$ cat src/rtl/mmips_alu_pkg.sv
// ---------------------------------------------------------------------------
// mmips_alu_pkg
//   Shared definitions for the mMIPS execute stage. The ALU controller and
//   the multiply unit both pull their ALUctrl code constants from here, so
//   the two ends of the ALUctrl bus can never disagree on an encoding.
//
// Contents:
//   CTRL_*          6-bit ALUctrl operation codes
//   mult_state_t    state encoding of the iterative multiplier
//                   (S_IDLE / S_RUN / S_DONE)
//   is_mult_code()  true for any code that belongs to the multiply unit
// ---------------------------------------------------------------------------
package mmips_alu_pkg;

  // ALUctrl operation codes
  localparam logic [5:0] CTRL_AND   = 6'h00;
  localparam logic [5:0] CTRL_OR    = 6'h01;
  localparam logic [5:0] CTRL_ADD   = 6'h02;
  localparam logic [5:0] CTRL_XOR   = 6'h03;
  localparam logic [5:0] CTRL_NOR   = 6'h04;
  localparam logic [5:0] CTRL_SUB   = 6'h06;
  localparam logic [5:0] CTRL_SLT   = 6'h07;
  localparam logic [5:0] CTRL_SLL   = 6'h08;
  localparam logic [5:0] CTRL_SRL   = 6'h09;
  localparam logic [5:0] CTRL_SRA   = 6'h0A;
  localparam logic [5:0] CTRL_SLTU  = 6'h0B;
  localparam logic [5:0] CTRL_LUI   = 6'h0C;
  localparam logic [5:0] CTRL_MULTU = 6'h13;
  localparam logic [5:0] CTRL_MULT  = 6'h14;

  // Multiplier control states
  typedef enum logic [1:0] {
    S_IDLE = 2'd0,
    S_RUN  = 2'd1,
    S_DONE = 2'd2
  } mult_state_t;

  // Lets the ALU controller route both multiply flavours to the multiply
  // unit regardless of whether signed support is built in.
  function automatic logic is_mult_code(input logic [5:0] code);
    return (code == CTRL_MULTU) || (code == CTRL_MULT);
  endfunction

endpackage

$ cat src/rtl/mult_unit_if.sv
// ---------------------------------------------------------------------------
// mult_unit_if
//   Execute-stage bundle between the pipeline and the multiply unit.
//
// Signals:
//   ALUctrl   [5:0]   operation code from the ALU controller
//   mult_req          instruction valid, qualifies ALUctrl
//   flush             pipeline flush, aborts a running multiply
//   op_a      [W-1:0] multiplicand (rs)
//   op_b      [W-1:0] multiplier (rt)
//   stall             freeze request back to the pipeline
//   busy              multiply in progress
//   done              one-cycle pulse when HI/LO are committed
//   hi, lo    [W-1:0] HI/LO result registers
//
// Modports:
//   master  pipeline side (drives the request, reads results)
//   slave   multiply unit side
// ---------------------------------------------------------------------------
interface mult_unit_if #(
  parameter int unsigned WIDTH = 32
);

  logic [5:0]       ALUctrl;
  logic             mult_req;
  logic             flush;
  logic [WIDTH-1:0] op_a;
  logic [WIDTH-1:0] op_b;
  logic             stall;
  logic             busy;
  logic             done;
  logic [WIDTH-1:0] hi;
  logic [WIDTH-1:0] lo;

  modport master (
    output ALUctrl, mult_req, flush, op_a, op_b,
    input  stall, busy, done, hi, lo
  );

  modport slave (
    input  ALUctrl, mult_req, flush, op_a, op_b,
    output stall, busy, done, hi, lo
  );

endinterface

$ cat src/rtl/mult_datapath.sv
// ---------------------------------------------------------------------------
// mult_datapath
//   Radix-2 shift-add core. Holds the multiplicand and a 2*WIDTH-bit
//   register whose upper half is the partial-product accumulator and whose
//   lower half starts as the multiplier and is shifted out one bit per step.
//   After WIDTH steps the register holds the full unsigned product.
//
// Ports:
//   clk        system clock
//   rst        synchronous active-low reset
//   load_i     latch operands, clear accumulator
//   step_i     perform one add/shift iteration
//   mcand_i    multiplicand to latch
//   mplier_i   multiplier to latch
//   prod_o     {accumulator, multiplier} register (product when finished)
// ---------------------------------------------------------------------------
module mult_datapath
  import mmips_alu_pkg::*;
#(
  parameter int unsigned WIDTH = 32
) (
  input  logic               clk,
  input  logic               rst,
  input  logic               load_i,
  input  logic               step_i,
  input  logic [WIDTH-1:0]   mcand_i,
  input  logic [WIDTH-1:0]   mplier_i,
  output logic [2*WIDTH-1:0] prod_o
);

  logic [WIDTH-1:0]   mcand_q, mcand_d;
  logic [2*WIDTH-1:0] acc_q, acc_d;
  logic [WIDTH-1:0]   addend;
  logic [WIDTH:0]     sum;

  // The current multiplier LSB gates the multiplicand into the adder.
  generate
    for (genvar gi = 0; gi < WIDTH; gi++) begin : g_addend
      assign addend[gi] = mcand_q[gi] & acc_q[0];
    end
  endgenerate

  // One extra bit keeps the carry so it can be shifted into the
  // accumulator MSB rather than lost.
  assign sum = {1'b0, acc_q[2*WIDTH-1:WIDTH]} + {1'b0, addend};

  always_comb begin
    mcand_d = mcand_q;
    acc_d   = acc_q;
    if (load_i) begin
      mcand_d = mcand_i;
      acc_d   = {{WIDTH{1'b0}}, mplier_i};
    end else if (step_i) begin
      // {carry, acc, multiplier} >> 1; the consumed multiplier LSB drops off
      acc_d = {sum, acc_q[WIDTH-1:1]};
    end
  end

  always_ff @(posedge clk) begin
    if (!rst) begin
      mcand_q <= '0;
      acc_q   <= '0;
    end else begin
      mcand_q <= mcand_d;
      acc_q   <= acc_d;
    end
  end

  assign prod_o = acc_q;

endmodule

$ cat src/rtl/mult_unit.sv
// ---------------------------------------------------------------------------
// mult_unit
//   Iterative multiply unit with HI/LO result registers for the mMIPS
//   execute stage. A multiply takes one start cycle, WIDTH iteration cycles
//   and one commit cycle; the pipeline is stalled throughout.
//
// Ports:
//   clk    system clock, all state changes on the rising edge
//   rst    synchronous active-low reset (highest priority)
//   bus    mult_unit_if.slave: ALUctrl, mult_req, flush, op_a, op_b in;
//          stall, busy, done, hi, lo out
//
// Parameters:
//   WIDTH       operand width, product is 2*WIDTH bits
//   CTRL_MULTU  ALUctrl code that starts an unsigned multiply
//
// Build option:
//   MULT_SIGNED_EN  when defined, ALUctrl CTRL_MULT (6'h14) also starts a
//                   multiply that treats the operands as two's complement.
//                   When undefined that code is ignored like any other.
// ---------------------------------------------------------------------------
module mult_unit
  import mmips_alu_pkg::mult_state_t;
  import mmips_alu_pkg::S_IDLE;
  import mmips_alu_pkg::S_RUN;
  import mmips_alu_pkg::S_DONE;
#(
  parameter int unsigned WIDTH      = 32,
  parameter logic [5:0]  CTRL_MULTU = 6'h13
) (
  input  logic      clk,
  input  logic      rst,
  mult_unit_if.slave bus
);

  localparam int unsigned CW = (WIDTH > 1) ? $clog2(WIDTH) : 1;
  localparam int unsigned PW = 2 * WIDTH;

  mult_state_t      state_q, state_d;
  logic [CW-1:0]    count_q, count_d;
  logic [WIDTH-1:0] hi_q, hi_d;
  logic [WIDTH-1:0] lo_q, lo_d;
  logic             done_q, done_d;

  logic             start;
  logic             is_signed_op;
  logic             dp_load;
  logic             dp_step;
  logic [WIDTH-1:0] mcand_in;
  logic [WIDTH-1:0] mplier_in;
  logic [PW-1:0]    prod;
  logic [PW-1:0]    result;

  // -------------------------------------------------------------------------
  // Start decode and operand preparation
  // -------------------------------------------------------------------------
`ifdef MULT_SIGNED_EN
  logic             neg_q, neg_d;
  logic [WIDTH-1:0] a_mag, b_mag;

  assign is_signed_op = (bus.ALUctrl == mmips_alu_pkg::CTRL_MULT);

  // Signed operands are multiplied as magnitudes; the most negative value
  // maps onto itself, which read as unsigned is exactly its magnitude.
  assign a_mag = (is_signed_op && bus.op_a[WIDTH-1]) ? ((~bus.op_a) + WIDTH'(1)) : bus.op_a;
  assign b_mag = (is_signed_op && bus.op_b[WIDTH-1]) ? ((~bus.op_b) + WIDTH'(1)) : bus.op_b;
  assign neg_d = is_signed_op && (bus.op_a[WIDTH-1] ^ bus.op_b[WIDTH-1]);

  assign mcand_in  = a_mag;
  assign mplier_in = b_mag;

  // Sign of the product is fixed at latch time alongside the operands.
  always_ff @(posedge clk) begin
    if (!rst) begin
      neg_q <= 1'b0;
    end else if (dp_load) begin
      neg_q <= neg_d;
    end
  end

  assign result = neg_q ? ((~prod) + PW'(1)) : prod;
`else
  assign is_signed_op = 1'b0;
  assign mcand_in     = bus.op_a;
  assign mplier_in    = bus.op_b;
  assign result       = prod;
`endif

  assign start = bus.mult_req && !bus.flush &&
                 ((bus.ALUctrl == CTRL_MULTU) || is_signed_op);

  // -------------------------------------------------------------------------
  // Shift-add datapath
  // -------------------------------------------------------------------------
  mult_datapath #(
    .WIDTH (WIDTH)
  ) u_datapath (
    .clk      (clk),
    .rst      (rst),
    .load_i   (dp_load),
    .step_i   (dp_step),
    .mcand_i  (mcand_in),
    .mplier_i (mplier_in),
    .prod_o   (prod)
  );

  // -------------------------------------------------------------------------
  // Control: next state, iteration counter, HI/LO commit
  // -------------------------------------------------------------------------
  always_comb begin
    state_d = state_q;
    count_d = count_q;
    hi_d    = hi_q;
    lo_d    = lo_q;
    done_d  = 1'b0;
    dp_load = 1'b0;
    dp_step = 1'b0;

    unique case (state_q)
      S_IDLE: begin
        if (start) begin
          dp_load = 1'b1;
          count_d = '0;
          state_d = S_RUN;
        end
      end

      S_RUN: begin
        if (bus.flush) begin
          state_d = S_IDLE;
        end else begin
          dp_step = 1'b1;
          count_d = count_q + CW'(1);
          // the iteration performed in this cycle is the last one
          if (count_q == CW'(WIDTH - 1)) begin
            state_d = S_DONE;
          end
        end
      end

      S_DONE: begin
        state_d = S_IDLE;
        // a flush arriving with the commit discards the result
        if (!bus.flush) begin
          hi_d   = result[PW-1:WIDTH];
          lo_d   = result[WIDTH-1:0];
          done_d = 1'b1;
        end
      end

      default: begin
        state_d = S_IDLE;
      end
    endcase
  end

  always_ff @(posedge clk) begin
    if (!rst) begin
      state_q <= S_IDLE;
      count_q <= '0;
      hi_q    <= '0;
      lo_q    <= '0;
      done_q  <= 1'b0;
    end else begin
      state_q <= state_d;
      count_q <= count_d;
      hi_q    <= hi_d;
      lo_q    <= lo_d;
      done_q  <= done_d;
    end
  end

  // -------------------------------------------------------------------------
  // Outputs
  // -------------------------------------------------------------------------
  assign bus.busy  = (state_q != S_IDLE);

  // Stall also covers the issue cycle so the multiply and its dependants
  // hold in place; it is forced low while reset is asserted.
  assign bus.stall = rst && ((state_q != S_IDLE) || start);

  assign bus.done  = done_q;
  assign bus.hi    = hi_q;
  assign bus.lo    = lo_q;

endmodule

$ cat src/flat_wrapper.sv
// flat-port wrapper written by rule: the top's interface ports become plain ports
module mult_unit_flat import mmips_alu_pkg::mult_state_t; import mmips_alu_pkg::S_IDLE; import mmips_alu_pkg::S_RUN; import mmips_alu_pkg::S_DONE;
#(
  parameter int unsigned WIDTH      = 32,
  parameter logic [5:0]  CTRL_MULTU = 6'h13
)
  (clk, rst, bus_ALUctrl, bus_mult_req, bus_flush, bus_op_a, bus_op_b, bus_stall, bus_busy, bus_done, bus_hi, bus_lo);
  mult_unit_if #(.WIDTH(WIDTH)) bus_i ();
  input  logic clk;
  input  logic rst;
  input wire logic [$bits(bus_i.ALUctrl)-1:0] bus_ALUctrl;
  input wire logic [$bits(bus_i.mult_req)-1:0] bus_mult_req;
  input wire logic [$bits(bus_i.flush)-1:0] bus_flush;
  input wire logic [$bits(bus_i.op_a)-1:0] bus_op_a;
  input wire logic [$bits(bus_i.op_b)-1:0] bus_op_b;
  output wire logic [$bits(bus_i.stall)-1:0] bus_stall;
  output wire logic [$bits(bus_i.busy)-1:0] bus_busy;
  output wire logic [$bits(bus_i.done)-1:0] bus_done;
  output wire logic [$bits(bus_i.hi)-1:0] bus_hi;
  output wire logic [$bits(bus_i.lo)-1:0] bus_lo;
  assign bus_i.ALUctrl = bus_ALUctrl;
  assign bus_i.mult_req = bus_mult_req;
  assign bus_i.flush = bus_flush;
  assign bus_i.op_a = bus_op_a;
  assign bus_i.op_b = bus_op_b;
  assign bus_stall = bus_i.stall;
  assign bus_busy = bus_i.busy;
  assign bus_done = bus_i.done;
  assign bus_hi = bus_i.hi;
  assign bus_lo = bus_i.lo;
  mult_unit #(.WIDTH(WIDTH), .CTRL_MULTU(CTRL_MULTU)) u_core (.clk(clk), .rst(rst), .bus(bus_i));
endmodule
$ cat config.mk
export PLATFORM = sky130hd
export DESIGN_NAME = mult_unit_flat
export DESIGN_NICKNAME = d
export VERILOG_FILES = /design/src/rtl/mmips_alu_pkg.sv /design/src/rtl/mult_unit_if.sv /design/src/rtl/mult_datapath.sv /design/src/rtl/mult_unit.sv /design/src/flat_wrapper.sv
export SDC_FILE = /design/constraint.sdc
export NUM_CORES = 1
export LEC_CHECK = 0
export ABC_AREA = 1
export ABC_CLOCK_PERIOD_IN_PS = 4000
export BUFFER_PORTS_ARGS = -buffer_cell sky130_fd_sc_hd__buf_4
export CORE_ASPECT_RATIO = 1.75
export CORE_MARGIN = 2
export CORE_UTILIZATION = 60
export DETAILED_ROUTE_END_ITERATION = 10
export GPL_ROUTABILITY_DRIVEN = 1
export PLACE_DENSITY = 0.88
export SETUP_SLACK_MARGIN = 0.5
export SLEW_MARGIN = 20
export SYNTH_ARGS = -nofsm -noshare
export SYNTH_HDL_FRONTEND = slang
export SYNTH_SLANG_ARGS = --single-unit
$ cat constraint.sdc
create_clock -name clk -period 4 [get_ports clk]
set_input_delay 0.6 -clock clk [delete_from_list [all_inputs] [get_ports clk]]
set_output_delay 0.6 -clock clk [all_outputs]
set_load 0.01 [all_outputs]
### Word-level counts from Yosys, hierarchy flattened

Index checks and enable logic that the tools add are counted.

* register bits: 168
* latch bits: 0
* memory bits (writable): 0
* bits in read-only memories: 0
* output and inout bits: 67
* word-level logic and storage cells: 78
* memories: 0

* add/sub/neg operators: 2
* $mul: 0
* divide/modulo/power cells: 0
* order comparisons: 0
* eq/ne operators: 7
* shift-type cells: 0
* mux-type cells: 13
* bitwise gates (word level): 34
* reductions and logical operators: 14

Operator list (count)
* 2-to-1 mux 32 bit: 2
* adder 32 x 32 -> 33 bit: 1
* bitwise AND 1 bit: 32
* 2-to-1 mux 5 bit: 2
* case mux 5 bit (2 select lines): 1
* == test 6 x 5 -> 1 bit (second input constant): 1
* 2-to-1 mux 2 bit: 3
* AND reduction 2 bit: 3
* nonzero test 2 bit: 3
* adder 5 x 1 -> 5 bit (second input constant): 1
* == test 5 bit (second input constant): 1
* 2-to-1 mux 1 bit: 4
* case mux 2 bit (2 select lines): 1
* logical AND 1 bit: 3
* inequality test 3 x 2 -> 1 bit (second input constant): 1
* AND reduction 3 bit: 1
* == test 2 x 1 -> 1 bit (second input constant): 1
* == test 2 bit (second input constant): 1
* zero test 2 bit: 1
* inequality test 2 x 1 -> 1 bit (second input constant): 1
* inequality test 2 bit (second input constant): 1
* inverter 1 bit: 2
* OR reduction 2 bit: 1
* zero test 1 bit: 1
* logical OR 1 bit: 1

### Depth between registers and ports, before layout

* depth in word-level cells: 6
* depth in mapped cells: 17
* mapped depth without buffers: 15

### Hierarchy

A second synthesis with hierarchy kept.

* cell total of the unflattened synthesis: 1390
* area total of the unflattened synthesis: 9175.0 um^2

By module, submodules not included
* mult_datapath: times used 1, cells each 1036, area an instance 6301.0 um^2, seq. area each 1921.8 um^2
* mult_unit: times used 1, cells each 354, area an instance 2874.0 um^2, seq. area each 1441.4 um^2

### Least setup slack after synthesis

Ideal clock, no wire load.

* path kind: register -> register
* start point: reg u_core.u_datapath.acc_q[0] (netlist: u_core.u_datapath.prod_o[0])
* end point: reg u_core.u_datapath.acc_q[55] (netlist: u_core.u_datapath.prod_o[55])
* library setup time: 109 ps
* arrival time: 2082 ps
* data required time: 3891 ps
* setup slack: 1810 ps
* cell stages (with the launch flop): 17
* clock period less this slack: 2190 ps
* cell sequence: dfxtp_1 -> clkbuf_1 -> clkbuf_1 -> nand2_1 -> inv_1 -> ha_1 -> fa_1 -> nand3_1 -> nand3_1 -> nand2_1 -> nand2_1 -> nand3_1 -> nand3_1 -> nand2_1 -> nand3_1 -> nand2_1 -> inv_1

* cells in the longest elaborated chain, start to end: 2

RTL lines
* from (decl): line mult_datapath.sv:32 `logic [2*WIDTH-1:0] acc_q, acc_d;`
* from (signal assigned): line mult_datapath.sv:62 `acc_q <= '0;`
* from (signal assigned): line mult_datapath.sv:65 `acc_q <= acc_d;`
* bitwise AND 1 bit: line mult_datapath.sv:39 `assign addend[gi] = mcand_q[gi] & acc_q[0];`
* adder 32 x 32 -> 33 bit *: line mult_datapath.sv:45 `assign sum = {1'b0, acc_q[2*WIDTH-1:WIDTH]} + {1'b0, addend};`

Mark *: on every way between the ends. The rest lies on a longest branch, timed or not.
A chain may end at the register's enable or synchronous reset.

### Worst setup path after layout

* start point: reg u_core.u_datapath.acc_q[0] (netlist: u_core.u_datapath.prod_o[0])
* end point: reg u_core.u_datapath.acc_q[60] (netlist: u_core.u_datapath.prod_o[60])

Same word-level chain as after synthesis.

==> flow_summary.html <==
<table>
<tr><th>Metric</th><th>Value</th></tr>
<tr><th colspan="2">Worst setup path</th></tr>
<tr><td>Crit Path Max Fanout</td><td>18</td></tr>
<tr><td>Critical path data arrival time</td><td>2.98 ns</td></tr>
<tr><td>Startpoint class of the critical path</td><td>flip-flop</td></tr>
<tr><td>Critical path endpoint category</td><td>flip-flop</td></tr>
<tr><td>Kind of critical path</td><td>reg -&gt; reg</td></tr>
<tr><td>Endpoint required time on the critical path</td><td>4.34 ns</td></tr>
<tr><th colspan="2">Pwr</th></tr>
<tr><td>Total power per unit cell area</td><td>326.4 nW/um2</td></tr>
<tr><td>Part of the power in combinational logic</td><td>0.034</td></tr>
<tr><td>Internal power</td><td>2.620 mW</td></tr>
<tr><td>Leak Pwr</td><td>5.241 nW</td></tr>
<tr><td>Sequential Power Share</td><td>0.486</td></tr>
<tr><td>Switching component of the power</td><td>0.8309 mW</td></tr>
<tr><td>Total Power</td><td>3.451 mW</td></tr>
<tr><td>Proportion of total power due to net switching</td><td>0.2407</td></tr>
<tr><td>Maximum vdd drop</td><td>301.7 uV</td></tr>
<tr><td>Clock power share</td><td>0.480</td></tr>
<tr><th colspan="2">Global routing</th></tr>
<tr><td>First-pass GRT wire length</td><td>37.18 mm</td></tr>
<tr><td>Total gr overflow</td><td>0</td></tr>
<tr><td>Via count of the first global-routing pass</td><td>8068</td></tr>
<tr><td>Maximum number of pins on one net before global-route repair</td><td>118</td></tr>
<tr><td>GR Util All Layers</td><td>0.2918</td></tr>
<tr><td>Number of antenna violations at the first check in global routing</td><td>0</td></tr>
<tr><th colspan="2">Layout</th></tr>
<tr><td>Syn-to-layout area delta</td><td>18.00%</td></tr>
<tr><td>Summed area of non-filler cells in the final layout</td><td>10570 um2</td></tr>
<tr><td>Commonest non-fill, non-tap cells in the layout</td><td>sky130_fd_sc_hd__nand2_1, sky130_fd_sc_hd__inv_1, sky130_fd_sc_hd__dfxtp_1</td></tr>
<tr><td>Diode insertion count for antenna repair</td><td>0</td></tr>
<tr><td>Proportion of layout cells with a drive suffix above 1</td><td>0.1428</td></tr>
<tr><td>Net total in the final layout</td><td>1547</td></tr>
<tr><td>Final core utilization</td><td>0.7161</td></tr>
<tr><td>Most common cell after layout, fill and taps aside</td><td>sky130_fd_sc_hd__nand2_1</td></tr>
<tr><th colspan="2">Die</th></tr>
<tr><td>Die outline height</td><td>165.7 um</td></tr>
<tr><td>Core Rows</td><td>59</td></tr>
<tr><td>Die X</td><td>96.38 um</td></tr>
<tr><td>Effective utilization at floorplan</td><td>0.6069</td></tr>
<tr><td>Boundary Pins</td><td>141</td></tr>
<tr><td>Core outline area</td><td>14760 um2</td></tr>
<tr><td>Full die area</td><td>15970 um2</td></tr>
<tr><th colspan="2">Yosys</th></tr>
<tr><td>Count of different cell masters after synthesis</td><td>37</td></tr>
<tr><td>Synthesized netlist cell count</td><td>1330</td></tr>
<tr><td>Most frequently used flop master after synthesis</td><td>sky130_fd_sc_hd__dfxtp_1</td></tr>
<tr><td>Portion of synthesized cell area occupied by the leading cell type</td><td>0.3754</td></tr>
<tr><td>Top area cells in the synthesized netlist</td><td>sky130_fd_sc_hd__dfxtp_1, sky130_fd_sc_hd__nand2_1, sky130_fd_sc_hd__inv_1</td></tr>
<tr><td>Syn_nets</td><td>1439</td></tr>
<tr><td>Total of warnings raised by yosys</td><td>0</td></tr>
<tr><td>Flip-flop and latch count after synthesis</td><td>168</td></tr>
<tr><td>Cell taking the most area after synthesis</td><td>sky130_fd_sc_hd__dfxtp_1</td></tr>
<tr><td>Average instance area after synthesis</td><td>6.737 um2</td></tr>
<tr><td>Synth Cell Area</td><td>8960 um2</td></tr>
<tr><td>Sequential-to-total area share from yosys stat</td><td>0.3754</td></tr>
<tr><td>Post-synthesis async set-or-reset flop share</td><td>0</td></tr>
<tr><td>Post-synth EDFFs</td><td>0</td></tr>
<tr><th colspan="2">CTS</th></tr>
<tr><td>Cells resized by post-CTS repair</td><td>0</td></tr>
<tr><td>Root Driver</td><td>sky130_fd_sc_hd__clkbuf_16</td></tr>
<tr><td>Maximum clock path buffer count</td><td>2</td></tr>
<tr><td>CTS hold repair buffers</td><td>0</td></tr>
<tr><td>CTS clock-pin slew for the worst setup and hold paths</td><td>0.08 ns</td></tr>
<tr><td>Clock latency at the later pin of the worst-skew pair</td><td>0.44 ns</td></tr>
<tr><td># H-tree levels</td><td>4</td></tr>
<tr><td>TritonCTS clock tree</td><td>built</td></tr>
<tr><td>Clock net sink count</td><td>168</td></tr>
<tr><td>Post-CTS Setup Bufs</td><td>0</td></tr>
<tr><td>CTS Buf Count</td><td>17</td></tr>
<tr><th colspan="2">Routing</th></tr>
<tr><td>Vias per cell</td><td>5.266</td></tr>
<tr><td>ANT nets after route</td><td>0</td></tr>
<tr><td>DRC errors left</td><td>0</td></tr>
<tr><td>First-pass detailed-route iteration total</td><td>6</td></tr>
<tr><td>Post-detailed-route wirelength per cell</td><td>14.08 um</td></tr>
<tr><td>Initial detailed-routing violation count</td><td>375</td></tr>
<tr><td>Final Routed Wirelength</td><td>23.00 mm</td></tr>
<tr><td>Vias</td><td>8599</td></tr>
<tr><th colspan="2">Worst hold path</th></tr>
<tr><td>Class of the tightest hold or removal check</td><td>in -&gt; reg</td></tr>
<tr><th colspan="2">Timing</th></tr>
<tr><td>Final-report setup violation count</td><td>0</td></tr>
<tr><td>Achievable clock frequency</td><td>0.3781 GHz</td></tr>
<tr><td>Worst Max-Slew Pin Slew</td><td>1.064 ns</td></tr>
<tr><td>Count of final hold-check violations</td><td>0</td></tr>
<tr><td>Slew headroom</td><td>0.2906</td></tr>
<tr><td>Slew Viols, Final</td><td>0</td></tr>
<tr><td>Post-Route Skew</td><td>0.01575 ns</td></tr>
<tr><td>Fin Setup TNS</td><td>0 ns</td></tr>
<tr><td>Final critical-path required period</td><td>2.645 ns</td></tr>
<tr><td>Unrepaired setup endpoints after global routing</td><td>no</td></tr>
<tr><td>Period utilization</td><td>0.6612</td></tr>
<tr><td>Fin Hold WS</td><td>0.4188 ns</td></tr>
<tr><th colspan="2">Run</th></tr>
<tr><td>Count of max-cap constraint violations</td><td>0</td></tr>
<tr><th colspan="2">Outcome</th></tr>
<tr><td>Outcome</td><td>finished, final reports clean</td></tr>
<tr><th colspan="2">Placed design</th></tr>
<tr><td>Dpl cell area</td><td>9982 um2</td></tr>
<tr><td>Half-perimeter wire length after detailed placement</td><td>16.32 mm</td></tr>
<tr><td>Routability congestion estimate</td><td>0.9538</td></tr>
<tr><td>Number of buffers inserted by port buffering</td><td>140</td></tr>
</table>
sequential cells by signal (all words and copies together) (netlist names):
name,cells
u_core.count_q,5
u_core.bus.hi,32
u_core.bus.done,1
u_core.state_q,2
u_core.u_datapath.prod_o,64
u_core.u_datapath.mcand_q,32
u_core.bus.lo,32
cell type report:
| type | instances | area, um2 |
|---|---|---|
| clock inverter | 14 | 165.2 |
| fill | 1290 | 4192 |
| timing repair buffer | 147 | 1104 |
| clock buffer | 17 | 425.4 |
| inverter | 283 | 1062 |
| tap | 183 | 229.0 |
| multi-input combinational | 821 | 4224 |
| sequential | 168 | 3363 |
worst max-delay path, stage by stage, from the launching register on:
cell and delay (ns):
sky130_fd_sc_hd__dfxtp_1 0.73, sky130_fd_sc_hd__buf_4 0.37, sky130_fd_sc_hd__nand2_1 0.08, sky130_fd_sc_hd__inv_1 0.06
sky130_fd_sc_hd__ha_1 0.27, sky130_fd_sc_hd__nand2_1 0.17, sky130_fd_sc_hd__inv_1 0.06, sky130_fd_sc_hd__nand2_1 0.07
sky130_fd_sc_hd__nand2_1 0.08, sky130_fd_sc_hd__nand2_1 0.07, sky130_fd_sc_hd__nand2_1 0.09, sky130_fd_sc_hd__a21oi_1 0.20
sky130_fd_sc_hd__nand2_1 0.08, sky130_fd_sc_hd__nand2_1 0.05, sky130_fd_sc_hd__nand3_1 0.07, sky130_fd_sc_hd__nand2_1 0.07
sky130_fd_sc_hd__inv_1 0.03
power by group through the flow:
| stage | combinational [mW] | clock, mW | sequential, mW |
|---|---|---|---|
| 6_report | 0.118 | 1.66 | 1.68 |
| 2_1_floorplan | 0.0510 | 0 | 1.71 |
| 5_1_grt | 0.131 | 1.74 | 1.68 |
| 4_1_cts | 0.119 | 1.67 | 1.68 |
| 3_5_place_dp | 0.118 | 0 | 1.71 |
| 3_3_place_gp | 0.117 | 0 | 1.71 |
worst paths after layout:
check	slack (ns)	cells past startpoint	startpoint	end
worst max-delay path	1.36	16	u_core.u_datapath.prod_o[0]	u_core.u_datapath.prod_o[60]
worst max register to register	1.36	16	u_core.u_datapath.prod_o[0]	u_core.u_datapath.prod_o[60]
worst min-delay path	0.42	3	bus_op_a[21]	u_core.u_datapath.mcand_q[21]
worst min register to register	0.44	2	u_core.bus.lo[8]	u_core.bus.lo[8]
Yosys cell counts, types with 2 or more instances:
cell                       instances
sky130_fd_sc_hd__xor2_1           10
sky130_fd_sc_hd__buf_4             6
sky130_fd_sc_hd__nor3_1            6
sky130_fd_sc_hd__o21ai_0          98
sky130_fd_sc_hd__nor2_2            6
sky130_fd_sc_hd__buf_2            12
sky130_fd_sc_hd__o21bai_1         10
sky130_fd_sc_hd__nand4_1           4
sky130_fd_sc_hd__buf_6             9
sky130_fd_sc_hd__nand2_1         310
sky130_fd_sc_hd__a22oi_1          30
sky130_fd_sc_hd__a21oi_1         158
sky130_fd_sc_hd__inv_2             6
sky130_fd_sc_hd__clkbuf_1         28
sky130_fd_sc_hd__nand3_1          46
sky130_fd_sc_hd__nor3_2            2
sky130_fd_sc_hd__buf_1             3
sky130_fd_sc_hd__a21o_1            2
sky130_fd_sc_hd__inv_1           277
sky130_fd_sc_hd__a31oi_1           2
sky130_fd_sc_hd__o21ai_1          18
sky130_fd_sc_hd__xnor2_1           3
sky130_fd_sc_hd__o21a_1           18
sky130_fd_sc_hd__nand3_2           3
sky130_fd_sc_hd__dfxtp_1         168
sky130_fd_sc_hd__ha_1             34
sky130_fd_sc_hd__nand2_2           7
sky130_fd_sc_hd__nor2_1           45
cell families after synthesis:
logic type | count (synthesis) | synth area share
xor gates and xnor gates | 13 | 0.01271
buffers and inverters | 341 | 0.1546
DFF | 168 | 0.3754
and+or+nand+nor | 434 | 0.2000
AOI/OAI and AO/OA | 339 | 0.2077
adders and majority gates | 35 | 0.04971
stage by stage:
stage | worst slack [ns] | cells
finish | 1.355 | 1633
global route | 1.149 | 1633
CTS | 1.415 | 1633
detailed placement | 1.383 | 1602
global placement | 1.467 | 1602
floorplan | 1.810 | 1330
per-layer routing:
metal,track usage,vias up,share of wire
li1,-,4392,-
met1,0.3164,3881,0.37
met2,0.5314,276,0.53
met3,0.04866,50,0.064
met4,0.1347,0,0.035
met5,0,-,0
(Power assumes the default switching activity.)
